[src/rtl/io_pkg.sv]
// Shared definitions for the IO packet controllers (TX master and RX-side controller).
// Holds the controller state encoding, fixed header words and packet size limits.
package io_pkg;

   typedef enum logic [2:0] {
      StIdle,
      StHdr,
      StFetch,
      StData,
      StDone,
      StAbort
   } io_state_e;

   localparam logic [31:0] HDR_HOST = 32'h484f_5354;
   localparam logic [31:0] HDR_PCPU = 32'h5043_5055;
   localparam logic [31:0] HDR_RISC = 32'h5249_5343;

   localparam logic [15:0] HDR_WORDS         = 16'd6;
   localparam logic [15:0] MAX_PAYLOAD_WORDS = 16'd369;

   // Header word k of a packet; the length field carries the payload byte count in 16 bits.
   function automatic logic [31:0] hdr_word(input logic [2:0]  idx,
                                            input logic [15:0] pp_type,
                                            input logic [15:0] mem_id,
                                            input logic [15:0] n,
                                            input logic [15:0] m,
                                            input logic [15:0] len);
      logic [31:0] w;
      case (idx)
         3'd0:    w = HDR_HOST;
         3'd1:    w = HDR_PCPU;
         3'd2:    w = HDR_RISC;
         3'd3:    w = {16'h0000, pp_type};
         3'd4:    w = {len[13:0], 2'b00, mem_id};
         3'd5:    w = {n, m};
         default: w = 32'h0000_0000;
      endcase
      return w;
   endfunction

endpackage

[src/rtl/io_wb_write_beat.sv]
// Single-beat WISHBONE write handshake: latches address/data on request and holds the
// strobe until ack or err; the strobe is always low for at least one cycle between beats.
module io_wb_write_beat
   import io_pkg::*;
(
   input  logic        i_clk,
   input  logic        i_rst_n,
   input  logic        i_req,
   input  logic [31:0] i_adr,
   input  logic [31:0] i_dat,
   input  logic        i_ack,
   input  logic        i_err,
   output logic        o_stb,
   output logic [31:0] o_adr,
   output logic [31:0] o_dat,
   output logic        o_done,
   output logic        o_err
);

   logic        r_stb;
   logic [31:0] r_adr;
   logic [31:0] r_dat;

   always_ff @(posedge i_clk or negedge i_rst_n) begin
      if (!i_rst_n) begin
         r_stb <= 1'b0;
         r_adr <= 32'h0000_0000;
         r_dat <= 32'h0000_0000;
      end else if (r_stb) begin
         if (i_ack || i_err) begin
            r_stb <= 1'b0;
         end
      end else if (i_req) begin
         r_stb <= 1'b1;
         r_adr <= i_adr;
         r_dat <= i_dat;
      end
   end

   // Responses arriving while the strobe is low are not ours and are dropped.
   assign o_err  = r_stb & i_err;
   assign o_done = r_stb & i_ack & ~i_err;
   assign o_stb  = r_stb;
   assign o_adr  = r_adr;
   assign o_dat  = r_dat;

endmodule

[src/rtl/io_tx_packet_master.sv]
// TX packet master: writes a six-word header followed by payload words fetched from
// MAGIC global memory into a TX buffer over a WISHBONE master port.
module io_tx_packet_master
   import io_pkg::*;
(
   input  logic        wb_clk_i,
   input  logic        wb_rst_n_i,
   input  logic        start_i,
   input  logic [15:0] pp_type_i,
   input  logic [15:0] mem_id_i,
   input  logic [15:0] n_i,
   input  logic [15:0] M_i,
   input  logic [15:0] len_i,
   input  logic [31:0] src_ptr_i,
   input  logic [31:0] base_adr_i,
   output logic        busy_o,
   output logic        done_o,
   output logic        err_o,
   output logic [15:0] tx_len_o,
   output logic [31:0] mem_addr_o,
   output logic        mem_gl_en_o,
   input  logic [31:0] mem_gl_data_r_i,
   output logic [31:0] wb_adr_o,
   output logic [31:0] wb_dat_o,
   output logic [3:0]  wb_sel_o,
   output logic        wb_we_o,
   output logic        wb_cyc_o,
   output logic        wb_stb_o,
   input  logic        wb_ack_i,
   input  logic        wb_err_i
);

   io_state_e   r_state;
   io_state_e   w_state_next;

   logic [15:0] r_idx;
   logic [15:0] r_pp_type;
   logic [15:0] r_mem_id;
   logic [15:0] r_n;
   logic [15:0] r_m;
   logic [15:0] r_len;
   logic [31:0] r_src;
   logic [31:0] r_base;
   logic [31:0] r_hold;
   logic        r_cap;
   logic        r_len_err;
   logic [15:0] r_tx_len;

   logic        w_start_ok;
   logic        w_start_bad;
   logic        w_hdr_last;
   logic        w_pay_last;
   logic        w_beat_req;
   logic [31:0] w_beat_adr;
   logic [31:0] w_beat_dat;
   logic        w_beat_stb;
   logic        w_beat_done;
   logic        w_beat_err;
   logic [31:0] w_idx_bytes;

   assign w_start_ok  = (r_state == StIdle) && start_i && (len_i <= MAX_PAYLOAD_WORDS);
   assign w_start_bad = (r_state == StIdle) && start_i && (len_i >  MAX_PAYLOAD_WORDS);
   assign w_hdr_last  = (r_idx == HDR_WORDS - 16'd1);
   assign w_pay_last  = (r_idx == r_len - 16'd1);
   assign w_idx_bytes = {14'd0, r_idx, 2'b00};

   // State register
   always_ff @(posedge wb_clk_i or negedge wb_rst_n_i) begin
      if (!wb_rst_n_i) begin
         r_state <= StIdle;
      end else begin
         r_state <= w_state_next;
      end
   end

   // Next-state logic
   always_comb begin
      w_state_next = r_state;
      unique case (r_state)
         StIdle: begin
            if (w_start_ok) begin
               w_state_next = StHdr;
            end
         end
         StHdr: begin
            if (w_beat_err) begin
               w_state_next = StAbort;
            end else if (w_beat_done && w_hdr_last) begin
               w_state_next = (r_len == 16'd0) ? StDone : StFetch;
            end
         end
         StFetch: begin
            w_state_next = StData;
         end
         StData: begin
            if (w_beat_err) begin
               w_state_next = StAbort;
            end else if (w_beat_done) begin
               w_state_next = w_pay_last ? StDone : StFetch;
            end
         end
         StDone:  w_state_next = StIdle;
         StAbort: w_state_next = StIdle;
         default: w_state_next = StIdle;
      endcase
   end

   // Packet fields, word counter and payload holding register
   always_ff @(posedge wb_clk_i or negedge wb_rst_n_i) begin
      if (!wb_rst_n_i) begin
         r_idx     <= 16'd0;
         r_pp_type <= 16'd0;
         r_mem_id  <= 16'd0;
         r_n       <= 16'd0;
         r_m       <= 16'd0;
         r_len     <= 16'd0;
         r_src     <= 32'd0;
         r_base    <= 32'd0;
         r_hold    <= 32'd0;
         r_cap     <= 1'b0;
         r_len_err <= 1'b0;
         r_tx_len  <= 16'd0;
      end else begin
         r_len_err <= w_start_bad;
         if (w_start_ok) begin
            r_idx     <= 16'd0;
            r_pp_type <= pp_type_i;
            r_mem_id  <= mem_id_i;
            r_n       <= n_i;
            r_m       <= M_i;
            r_len     <= len_i;
            r_src     <= src_ptr_i;
            r_base    <= base_adr_i;
            r_tx_len  <= 16'd24 + {len_i[13:0], 2'b00};
         end
         if ((r_state == StHdr) && w_beat_done) begin
            r_idx <= w_hdr_last ? 16'd0 : r_idx + 16'd1;
         end
         if (r_state == StFetch) begin
            r_cap <= 1'b1;
         end
         if (r_state == StData) begin
            // Read data is valid exactly one cycle after the fetch strobe.
            if (r_cap) begin
               r_hold <= mem_gl_data_r_i;
               r_cap  <= 1'b0;
            end
            if (w_beat_done) begin
               r_idx <= r_idx + 16'd1;
            end
         end
      end
   end

   // Output and beat-request logic
   always_comb begin
      w_beat_req  = 1'b0;
      w_beat_adr  = 32'd0;
      w_beat_dat  = 32'd0;
      mem_gl_en_o = 1'b0;
      mem_addr_o  = 32'd0;
      busy_o      = 1'b0;
      wb_cyc_o    = 1'b0;
      done_o      = 1'b0;
      err_o       = r_len_err;
      unique case (r_state)
         StHdr: begin
            busy_o     = 1'b1;
            wb_cyc_o   = 1'b1;
            w_beat_req = 1'b1;
            w_beat_adr = r_base + w_idx_bytes;
            w_beat_dat = hdr_word(r_idx[2:0], r_pp_type, r_mem_id, r_n, r_m, r_len);
         end
         StFetch: begin
            busy_o      = 1'b1;
            wb_cyc_o    = 1'b1;
            mem_gl_en_o = 1'b1;
            mem_addr_o  = r_src + {16'd0, r_idx};
         end
         StData: begin
            busy_o     = 1'b1;
            wb_cyc_o   = 1'b1;
            w_beat_req = ~r_cap;
            w_beat_adr = r_base + 32'd24 + w_idx_bytes;
            w_beat_dat = r_hold;
         end
         StDone:  done_o = 1'b1;
         StAbort: err_o  = 1'b1;
         default: ;
      endcase
   end

   assign wb_we_o  = wb_cyc_o;
   assign wb_sel_o = wb_cyc_o ? 4'hF : 4'h0;
   assign wb_stb_o = w_beat_stb & wb_cyc_o;
   assign tx_len_o = r_tx_len;

   io_wb_write_beat u_beat (
      .i_clk   (wb_clk_i),
      .i_rst_n (wb_rst_n_i),
      .i_req   (w_beat_req),
      .i_adr   (w_beat_adr),
      .i_dat   (w_beat_dat),
      .i_ack   (wb_ack_i),
      .i_err   (wb_err_i),
      .o_stb   (w_beat_stb),
      .o_adr   (wb_adr_o),
      .o_dat   (wb_dat_o),
      .o_done  (w_beat_done),
      .o_err   (w_beat_err)
   );

endmodule

[config.mk]
export PLATFORM = sky130hd
export DESIGN_NAME = io_tx_packet_master
export DESIGN_NICKNAME = d
export VERILOG_FILES = /design/src/rtl/io_pkg.sv /design/src/rtl/io_wb_write_beat.sv /design/src/rtl/io_tx_packet_master.sv
export SDC_FILE = /design/constraint.sdc
export NUM_CORES = 1
export LEC_CHECK = 0
export CAP_MARGIN = 20
export CORE_AREA = 2 2 199 201
export CTS_CLUSTER_SIZE = 16
export DETAILED_ROUTE_END_ITERATION = 10
export DIE_AREA = 0 0 201 203
export PLACE_DENSITY = 0.63
export SYNTH_ARGS = -nofsm -noshare
export SYNTH_HDL_FRONTEND = slang
export SYNTH_SLANG_ARGS = --single-unit
[constraint.sdc]
create_clock -name wb_clk_i -period 5.6 [get_ports wb_clk_i]
set_input_delay 0.56 -clock wb_clk_i [delete_from_list [all_inputs] [get_ports wb_clk_i]]
set_output_delay 0.56 -clock wb_clk_i [all_outputs]
set_load 0.03 [all_outputs]
==> run summary, run 1 <==
DR WL met2: 21400 um
GP Congestion: 0.868
Worst r2r src: r_idx[2]$_DFF_PN0_
Max_cap viols: 0
Switching share of power: 37.6%
TritonRoute pass-1 iters: 9
Vias in the first global route: 12500
Post-synth EDFFs: 0
Syn Area/Cell: 9.75 sq um
Vias: 12700
Lkg Pwr: 8.80 nW
Placed cells: 2308
Post-layout util: 51.5%
R2R Path End: u_beat.o_adr[27]$_DFFE_PN0P_
Post-Syn Area: 15300 sq um
Yosys reg bits: 275
# clock sinks: 275
Outcome: finished, final reports clean
Top FF cell, synth: dfrtp_1
Clock group share of total power: 28.6%
Initial Util: 39.7%
Antenna violations before repair: 12
Critical Path Start Type: flop
DP Worst Slack: 1.42 ns
Power per standard cell area: 379 nW/um^2
Setup TNS: 0 ns
Clock Skew: 0.00881 ns
Total GRT Usage: 22.7%
Clock root cell: clkbuf_16
Final ANT Viol Nets: 0
# port buffers: 301
Standard-cell rows: 72
Final Setup Violations: 0
Gr ovfl total: 0
Hold Fails Final Rpt: 0
Nets@finish: 2080
Layout overhead on the synthesized area: 29.7%
Hpwl dp: 34500 um
R2R setup slack: 1.63 ns
Slew headroom: 31.4%
Clock latency at the later pin of the worst-skew pair: 0.53 ns
YS warnings: 0
Crit path kind: flop to output port
Filler cells: 3560
Hold_buf cts: 0
H-tree depth: 2
Arrival time at the worst endpoint: 4.22 ns
Crit. End Element: output port
Measured slew at the worst slew-check pin: 1.03 ns
Highest Signal Layer: met5
Placeable Area: 38500 sq um
Worst Setup Slack, final: 0.820 ns
Die Width: 201 um
Die height: 203 um
Global-route wire length before repair: 72600 um
Worst hold-check path type: input port to async pin
Largest net degree at the start of global routing: 107
CTS Buf Count: 34
Fin cells: 2373
Die area: 40800 sq um
Peak supply drop: 0.329 mV
Total Routed Length: 47100 um
TritonCTS clock tree: done
# DRC: 0
Peak Freq: 209 MHz
Overall power: 7.51 mW
Ys async rst share: 100%
Vias/cell: 5.35
Critical Path Fanout Max: 8
Tmin final: 4.78 ns
Max Slew Vio Count: 0
Power share of the sequential group: 34.5%
Internal power: 4.68 mW
CP required: 5.04 ns
Combinational share of power: 37.0%
Synth Instances: 1565
Clk buf depth: 3
PostCTS Resize Cnt: 0
Last element of the critical path: mem_addr_o[18]
Share of layout cells above drive strength 1: 10.6%
Number of buffers added for setup after CTS: 0
Critical path origin: r_idx[0]$_DFF_PN0_
Crit share post-route: 85.4%
Clock-pin transition on the worst setup and hold timing paths: 0.06 ns
RSZ-0062 raised after global routing: false
Ports: 304
First DRT Iteration DRCs: 1030
Routed wire per std cell: 19.8 um
R2R cell count: 11
Sequential share of the synthesized area: 45.1%
Met3 wire length: 3570 um
Yosys cell types: 79
Psw: 2.82 mW
Met1 WL: 20800 um
## metal layers
metal	up-vias	global-route usage [%]
met4	8	8.02
met1	6168	31.0
li1	6003	-
met5	-	0
met2	442	35.3
met3	75	5.65
## layout by cell type, fill, tap and decap left out, drive strengths merged, types with 6 or more instances in the layout
master         count
clkbuf            44
nand2            235
xor2              46
ha                57
o21bai             6
clkdlybuf4s50    300
inv               40
o21ai            118
o211ai             8
and2              28
and3              13
a21o              16
a211oi            19
nand2b            16
nor2b              7
xnor2             45
dfrtp            275
fa                15
diode              9
or3                8
nor2             116
nand3             27
nor3              25
o31ai              9
buf               14
a21oi             85
clkinv             9
mux2             126
a22oi             20
nor4              11
a31oi             15
a222oi             7
nand4             16
## layout make-up
cell class	instances	area [sq um]	area share, %
antenna	9	22.5	0.114
clock buffer	44	950	4.80
clock inverter	11	128	0.645
inverter	40	150	0.759
multi-input combinational	1162	7880	39.8
sequential	275	6880	34.8
tap	518	648	3.27
timing repair buffer	314	3140	15.8
## flip-flops by register name (all words and copies together), names as in the netlist, 3 cells and up
name,flops
r_pp_type,16
r_base,32
r_n,16
r_m,16
r_idx,16
r_mem_id,16
u_beat.o_dat,32
r_state,3
u_beat.o_adr,32
r_len,16
r_hold,32
r_src,32
tx_len_o,13
## critical path, cell delays in order, from the launching register on
cell and delay [ns]:
dfrtp_1 0.47, ha_1 0.28, fa_1 0.43, a211oi_1 0.23
nor2_1 0.10, o311ai_2 0.37, a211oi_1 0.22, o31a_1 0.44
and3_1 0.23, xnor2_1 0.12, nor2_1 0.10, clkdlybuf4s50_1 0.69
## metrics by stage
stage	area (sq um)	hold WS, ns
after detailed placement	18700	0.457
final	19800	0.0281
after CTS	19700	0.0946
after floorplan	15300	0.264
after global placement	18700	0.456
after global routing	19800	0.121
## synthesized netlist by cell type, types with 4 or more instances
| cell | count | area (sq um) |
|---|---|---|
| o21bai_1 | 6 | 45.0 |
| nor4_1 | 11 | 68.8 |
| nand2b_1 | 16 | 100 |
| buf_4 | 9 | 67.6 |
| a21oi_1 | 85 | 425 |
| fa_1 | 15 | 300 |
| dfrtp_1 | 275 | 6880 |
| mux2_2 | 105 | 1180 |
| o21ai_1 | 23 | 115 |
| xnor2_1 | 45 | 394 |
| or3_1 | 8 | 50.1 |
| inv_1 | 39 | 146 |
| a211oi_1 | 19 | 143 |
| and2_1 | 27 | 169 |
| a31oi_1 | 13 | 81.3 |
| and3_1 | 13 | 81.3 |
| a21o_1 | 14 | 105 |
| nor2b_1 | 7 | 43.8 |
| nand3_1 | 26 | 130 |
| o41ai_1 | 4 | 35.0 |
| nor3_1 | 23 | 115 |
| o22ai_1 | 4 | 25.0 |
| nand3b_1 | 4 | 30.0 |
| clkbuf_1 | 57 | 214 |
| ha_1 | 57 | 713 |
| a222oi_1 | 7 | 70.1 |
| mux2_1 | 21 | 236 |
| nor2_1 | 116 | 435 |
| nand2_1 | 235 | 882 |
| a221oi_1 | 4 | 35.0 |
| buf_1 | 11 | 41.3 |
| a22oi_1 | 20 | 150 |
| o211ai_1 | 6 | 45.0 |
| buf_2 | 12 | 60.1 |
| o31ai_1 | 9 | 67.6 |
| nand4_1 | 16 | 100 |
| o21ai_0 | 95 | 475 |
| a211o_1 | 4 | 35.0 |
| xor2_1 | 46 | 403 |
## kinds of logic after synthesis
family | after synthesis | synth area share (%)
muxes | 128 | 9.43
other | 1 | 0.0246
DFF | 275 | 45.1
adders and majority gates | 72 | 6.64
buffers and inverters | 129 | 3.49
AOI/OAI and AO/OA | 349 | 14.6
xor gates and xnor gates | 91 | 5.22
and+or+nand+nor | 520 | 15.5
## worst min path at each step
stage / startpoint / endpoint / slack, ns
6_report: wb_rst_n_i / r_src[15]$_DFFE_PN0P_ / 0.03
5_1_grt: wb_rst_n_i / r_src[15]$_DFFE_PN0P_ / 0.12
4_1_cts: wb_rst_n_i / r_src[15]$_DFFE_PN0P_ / 0.09
3_5_place_dp: u_beat.o_adr[12]$_DFFE_PN0P_ / u_beat.o_adr[12]$_DFFE_PN0P_ / 0.46
3_3_place_gp: u_beat.o_adr[12]$_DFFE_PN0P_ / u_beat.o_adr[12]$_DFFE_PN0P_ / 0.46
2_1_floorplan: wb_rst_n_i / r_base[0]$_DFFE_PN0P_ / 0.26
## power groups by stage
| stage | logic, mW | registers (mW) | clock network (mW) |
|---|---|---|---|
| floorplan | 1.49 | 2.81 | 0 |
| global placement | 2.70 | 2.61 | 0 |
| detailed placement | 2.75 | 2.62 | 0 |
| CTS | 2.76 | 2.59 | 2.19 |
| global route | 3.01 | 2.63 | 2.28 |
| finish | 2.77 | 2.59 | 2.14 |
Power figures use the tool's default switching activity.
==> run 2: changes to the inputs <==
--- a/config.mk
+++ b/config.mk
@@ -6,11 +6,12 @@
 export NUM_CORES = 1
 export LEC_CHECK = 0
 export CAP_MARGIN = 20
-export CORE_AREA = 2 2 199 201
+export CORE_AREA = 2 2 200 202
 export CTS_CLUSTER_SIZE = 16
 export DETAILED_ROUTE_END_ITERATION = 10
-export DIE_AREA = 0 0 201 203
-export PLACE_DENSITY = 0.63
+export DIE_AREA = 0 0 202 204
+export PLACE_DENSITY = 0.71
 export SYNTH_ARGS = -nofsm -noshare
 export SYNTH_HDL_FRONTEND = slang
+export SYNTH_HIERARCHICAL = 1
 export SYNTH_SLANG_ARGS = --single-unit
==> run summary, run 2 <==
Hold_buf cts: 0
Critical Path Fanout Max: 10
Top post-synthesis cells by area: dfrtp_1 (44%), nand2_1 (9.2%), mux2_2 (6.0%), mux2_4 (4.7%), ha_1 (4.6%)
Gr ovfl total: 0
# DRC: 0
Total Routed Length: 47400 um
Synth Instances: 1612
Post-synth EDFFs: 0
Outcome: complete, but fails checks
Ys async rst share: 100%
R2R cell count: 14
Initial Util: 39.5%
CP Cell Sequence: ha_1, fa_1, a21oi_1, o211ai_1, a41oi_1, o21ai_0, o31a_1, nand3_1, xor2_1, nor2_1, clkdlybuf4s50_1
Hold Fails Final Rpt: 2
Multi-input gate area: 8040 sq um
Final Setup Violations: 0
Peak Freq: 209 MHz
Filler cells: 3531
Vias: 12900
Die Width: 202 um
Hpwl dp: 34700 um
Commonest cells after routing, fill and taps aside: nand2_1 (379), clkdlybuf4s50_1 (300), dfrtp_1 (275)
DP Worst Slack: 1.32 ns
Top-count cell post-synth: nand2_1
Adder-Cell Fraction of Synth Area: 6.54%
Crit path kind: flop to output port
Placed cells: 2371
First DRT Iteration DRCs: 959
# clock sinks: 275
Clock-pin transition on the worst setup and hold timing paths: 0.07 ns
Clock group share of total power: 27.8%
Critical path origin: r_idx[0]$_DFF_PN0_
Crit. End Element: output port
Vias/cell: 5.29
Share of the synthesized area in compound gates (AO/OA/AOI/OAI): 11.5%
PostCTS Resize Cnt: 0
Max Slew Vio Count: 0
R2R Path End: u_beat/o_adr[22]$_DFFE_PN0P_
Power per standard cell area: 388 nW/um^2
Largest net degree at the start of global routing: 114
CTS Buf Count: 31
Syn Area/Cell: 9.61 sq um
Critical Path Start Type: flop
TritonCTS clock tree: done
Vias in the first global route: 12900
Seq. cell area: 6880 sq um
Arrival time at the worst endpoint: 4.23 ns
Top FF cell, synth: dfrtp_1
Commonest non-fill, non-tap cell in the layout: nand2_1
Clock Skew: 0.0159 ns
TritonRoute pass-1 iters: 8
Internal power: 4.95 mW
RSZ-0062 raised after global routing: false
Worst Setup Slack, final: 0.807 ns
Synth cell count leaders: nand2_1 (380), dfrtp_1 (275), o21ai_0 (111)
Violations in the final reports: hold timing
Overall power: 7.76 mW
Post-Synth Simple-Gate Area: 17.9%
Number of buffers added for setup after CTS: 0
Peak supply drop: 0.244 mV
Clock root cell: clkbuf_16
CP required: 5.04 ns
Post-Syn Area: 15500 sq um
Sequential share of the synthesized area: 44.4%
Placeable Area: 39200 sq um
Clock latency at the later pin of the worst-skew pair: 0.59 ns
Leading area contributor after synthesis: dfrtp_1
Die height: 204 um
Slew headroom: 27.2%
Measured slew at the worst slew-check pin: 1.09 ns
Antenna violations before repair: 6
Worst hold-check path type: input port to async pin
Combinational share of power: 38.8%
Crit share post-route: 85.6%
Final ANT Viol Nets: 0
Slowest CP cell: clkdlybuf4s50_1
Routed wire per std cell: 19.5 um
Yosys reg bits: 275
R2R setup slack: 1.29 ns
Mux contribution to synthesized area: 10.8%
Tmin final: 4.79 ns
Clk buf depth: 3
Post-synthesis xor/xnor area fraction: 4.86%
Die area: 41200 sq um
Standard-cell rows: 73
Nets@finish: 2133
Power share of the sequential group: 33.3%
Worst r2r src: r_idx[2]$_DFF_PN0_
WP buf/inv: 1
Stages on worst setup path: 11
Max_cap viols: 0
Area fraction of the dominant cell type after synthesis: 44.4%
Combinational family with the most area after synthesis: simple AND/OR/NAND/NOR gates
Switching share of power: 36.2%
Fin cells: 2434
# port buffers: 301
Lkg Pwr: 9.35 nW
Global-route wire length before repair: 73500 um
Ports: 304
Total GRT Usage: 22.6%
Share of layout cells above drive strength 1: 11.5%
GP Congestion: 0.921
Psw: 2.81 mW
H-tree depth: 1
Setup TNS: 0 ns
Worst hold margin: -0.00395 ns
YS warnings: 6
CP peak stage delay: 0.69 ns
Layout overhead on the synthesized area: 28.9%
Yosys cell types: 68
Delay-heaviest family, CP: compound AO/OA/AOI/OAI gates
-- run 2: cell types whose count changed in the layout (fill, tap and decap cells not counted), sizes merged, moves of 7 or more --
cell    previous run  this run
a21oi             85        56
a22oi             20         8
o21ai            118       111
nor3              25        18
nor2             116        90
a211oi            19        10
nand2            235       380
-- run 2: worst max-delay path by stage --
stage | to | slack, ns
floorplan | u_beat/o_adr[22]$_DFFE_PN0P_ | 1.97
global placement | u_beat/o_adr[22]$_DFFE_PN0P_ | 1.48
detailed placement | u_beat/o_adr[22]$_DFFE_PN0P_ | 1.32
CTS | mem_addr_o[28] | 0.80
global route | mem_addr_o[30] | 0.54
finish | mem_addr_o[28] | 0.81
-- run 2: cell type report --
type / instances / share of cell area [%]
Clock inverter: 17 / 1.07
Timing Repair Buffer: 320 / 15.8
Inverter: 38 / 0.714
Tap cell: 525 / 3.29
Multi-Input combinational cell: 1214 / 40.2
Antenna cell: 4 / 0.0501
Sequential cell: 275 / 34.5
Clock buffer: 41 / 4.37
-- run 2: logic make-up after synthesis --
logic type	count (synthesis)
and+or+nand+nor	634
AOI/OAI and AO/OA	287
DFF	275
muxes	133
buffers and inverters	124
xor gates and xnor gates	86
adders and majority gates	72
other	1
-- run 2: power groups by stage --
stage               Clock [mW]  Sequential, mW  Combinational (mW)
detailed placement           0            2.61                3.00
global route              2.28            2.63                3.21
finish                    2.16            2.59                3.01
floorplan                    0            2.81                1.83
CTS                       2.20            2.58                3.01
global placement             0            2.60                2.96
-- run 2: per-stage QoR --
| stage | utilization, % | hold slack, ns | cell area, sq um |
|---|---|---|---|
| 2_1_floorplan | - | 0.264 | 15500 |
| 3_3_place_gp | 48.2 | 0.453 | 18900 |
| 3_5_place_dp | 48.2 | 0.464 | 18900 |
| 4_1_cts | 50.9 | 0.0562 | 20000 |
| 5_1_grt | 51.0 | 0.0634 | 20000 |
| 6_report | 51.0 | -0.00395 | 20000 |
-- run 2: layer usage --
layer	share of wire [%]	vias to the layer above	global-route usage, %
met4	3.7	2	8.64
met5	0.027	-	0
met2	45	433	35.6
met3	6.1	89	3.76
li1	-	6055	-
met1	45	6285	31.3
==> run 3: changes to the inputs <==
--- a/config.mk
+++ b/config.mk
@@ -10,7 +10,7 @@
 export CTS_CLUSTER_SIZE = 16
 export DETAILED_ROUTE_END_ITERATION = 10
 export DIE_AREA = 0 0 202 204
-export PLACE_DENSITY = 0.71
+export PLACE_DENSITY_LB_ADDON = 0.2
 export SYNTH_ARGS = -nofsm -noshare
 export SYNTH_HDL_FRONTEND = slang
 export SYNTH_HIERARCHICAL = 1
==> run summary, run 3 (synthesized netlist as in run 2, its figures left out) <==
Outcome: finished, final reports clean
RSZ-0062 raised after global routing: false
R2R Path End: u_beat/o_adr[27]$_DFFE_PN0P_
GR Util met3: 3.76%
Critical Path Start Type: flop
First DRT Iteration DRCs: 747
Lkg Pwr: 9.38 nW
Vias: 12900
Setup TNS: 0 ns
Commonest cells after routing, fill and taps aside: nand2_1 (379), clkdlybuf4s50_1 (300), dfrtp_1 (275)
Antenna violations before repair: 5
Final ANT Viol Nets: 0
Nets@finish: 2135
Fin cells: 2436
Share of layout cells above drive strength 1: 11.3%
Clock Skew: 0.0190 ns
Total Routed Length: 47400 um
Crit share post-route: 83.9%
# clock sinks: 275
Clk buf depth: 3
GP Congestion: 0.907
Crit. End Element: output port
Worst hold-check path type: input port to async pin
Worst Setup Slack, final: 0.903 ns
Peak supply drop: 0.245 mV
Placed cells: 2370
Standard-cell rows: 73
Die Width: 202 um
Power per standard cell area: 392 nW/um^2
Grt peak-use layer: met2
Clock root cell: clkbuf_16
Hold Fails Final Rpt: 0
Layout overhead on the synthesized area: 29.5%
Gr ovfl total: 0
Clock-pin transition on the worst setup and hold timing paths: 0.06 ns
Final Setup Violations: 0
Measured slew at the worst slew-check pin: 1.08 ns
Ports: 304
M2 GR Usage: 36.7%
Critical path origin: r_idx[0]$_DFF_PN0_
Crit path kind: flop to output port
Global-route wire length before repair: 73400 um
Placement Cell Area: 18900 sq um
Initial Util: 39.5%
R2R setup slack: 1.48 ns
TritonCTS clock tree: done
Tmin final: 4.70 ns
Critical Path Fanout Max: 10
Vias in the first global route: 12600
# DRC: 0
Arrival time at the worst endpoint: 4.14 ns
Hold_buf cts: 0
Routed wire per std cell: 19.5 um
Clock latency at the later pin of the worst-skew pair: 0.53 ns
Hpwl dp: 33700 um
Die area: 41200 sq um
# port buffers: 301
Fin area: 20100 sq um
Commonest non-fill, non-tap cell in the layout: nand2_1
Grt met1 use: 31.6%
TritonRoute pass-1 iters: 7
Max_cap viols: 0
Number of buffers added for setup after CTS: 0
Peak Freq: 213 MHz
DP Worst Slack: 1.45 ns
H-tree depth: 2
Slew headroom: 28.1%
Total GRT Usage: 22.8%
Max Slew Vio Count: 0
PostCTS Resize Cnt: 0
Die height: 204 um
CTS Buf Count: 34
R2R cell count: 11
Worst r2r src: r_idx[5]$_DFF_PN0_
CP required: 5.04 ns
Largest net degree at the start of global routing: 110
Placeable Area: 39200 sq um
Vias/cell: 5.30
## run 3: cell types whose count changed in the layout (fill, tap and decap cells not counted), sizes merged
| cell | previous run | this run |
|---|---|---|
| buf | 20 | 19 |
| clkbuf | 41 | 47 |
| clkinv | 11 | 9 |
| clkinvlp | 1 | 0 |
## run 3: metrics by stage
stage	util, %	total power [mW]	hold slack [ns]
after floorplan	-	4.64	0.264
after global placement	48.2	5.60	0.451
after detailed placement	48.3	5.65	0.456
after CTS	51.1	7.92	0.149
after global routing	51.2	8.26	0.191
final	51.2	7.86	0.112
## run 3: worst max path at each step
| stage | endpoint | slack [ns] | depth (start not counted) |
|---|---|---|---|
| finish | mem_addr_o[30] | 0.90 | 11 |
| global route | mem_addr_o[30] | 0.57 | 11 |
| CTS | mem_addr_o[28] | 0.87 | 11 |
| detailed placement | mem_addr_o[22] | 1.45 | 11 |
| global placement | mem_addr_o[30] | 1.51 | 11 |
| floorplan | u_beat/o_adr[22]$_DFFE_PN0P_ | 1.97 | 14 |
## run 3: final cells by class
class                   instances  area [sq um]
multi-input cells            1214          8040
diodes                          4          10.0
clock inverters                14           189
well taps                     525           657
fillers                      3675         19100
inverters                      38           143
flip-flops and latches        275          6880
repair buffers                319          3210
clock buffers                  47           940
## run 3: power by group
part           total [mW]  switching [mW]  internal, mW
logic                3.06            1.70          1.36
registers            2.56           0.235          2.32
clock network        2.25           0.881          1.37
## run 3: layer usage
metal	part of all wire, %	vias to the layer above
met3	6.0	71
met2	47	408
met4	2.3	4
met5	0.063	-
met1	45	6356
li1	-	6080
## run 3: critical path: stages (launching register included)
cell             delay, ns
dfrtp_1               0.53
ha_1                  0.32
fa_1                  0.43
a21oi_1               0.14
o211ai_1              0.15
a41oi_1               0.38
o21ai_0               0.19
o31a_1                0.43
nand3_1               0.16
xor2_1                0.07
nor2_1                0.09
clkdlybuf4s50_1       0.69
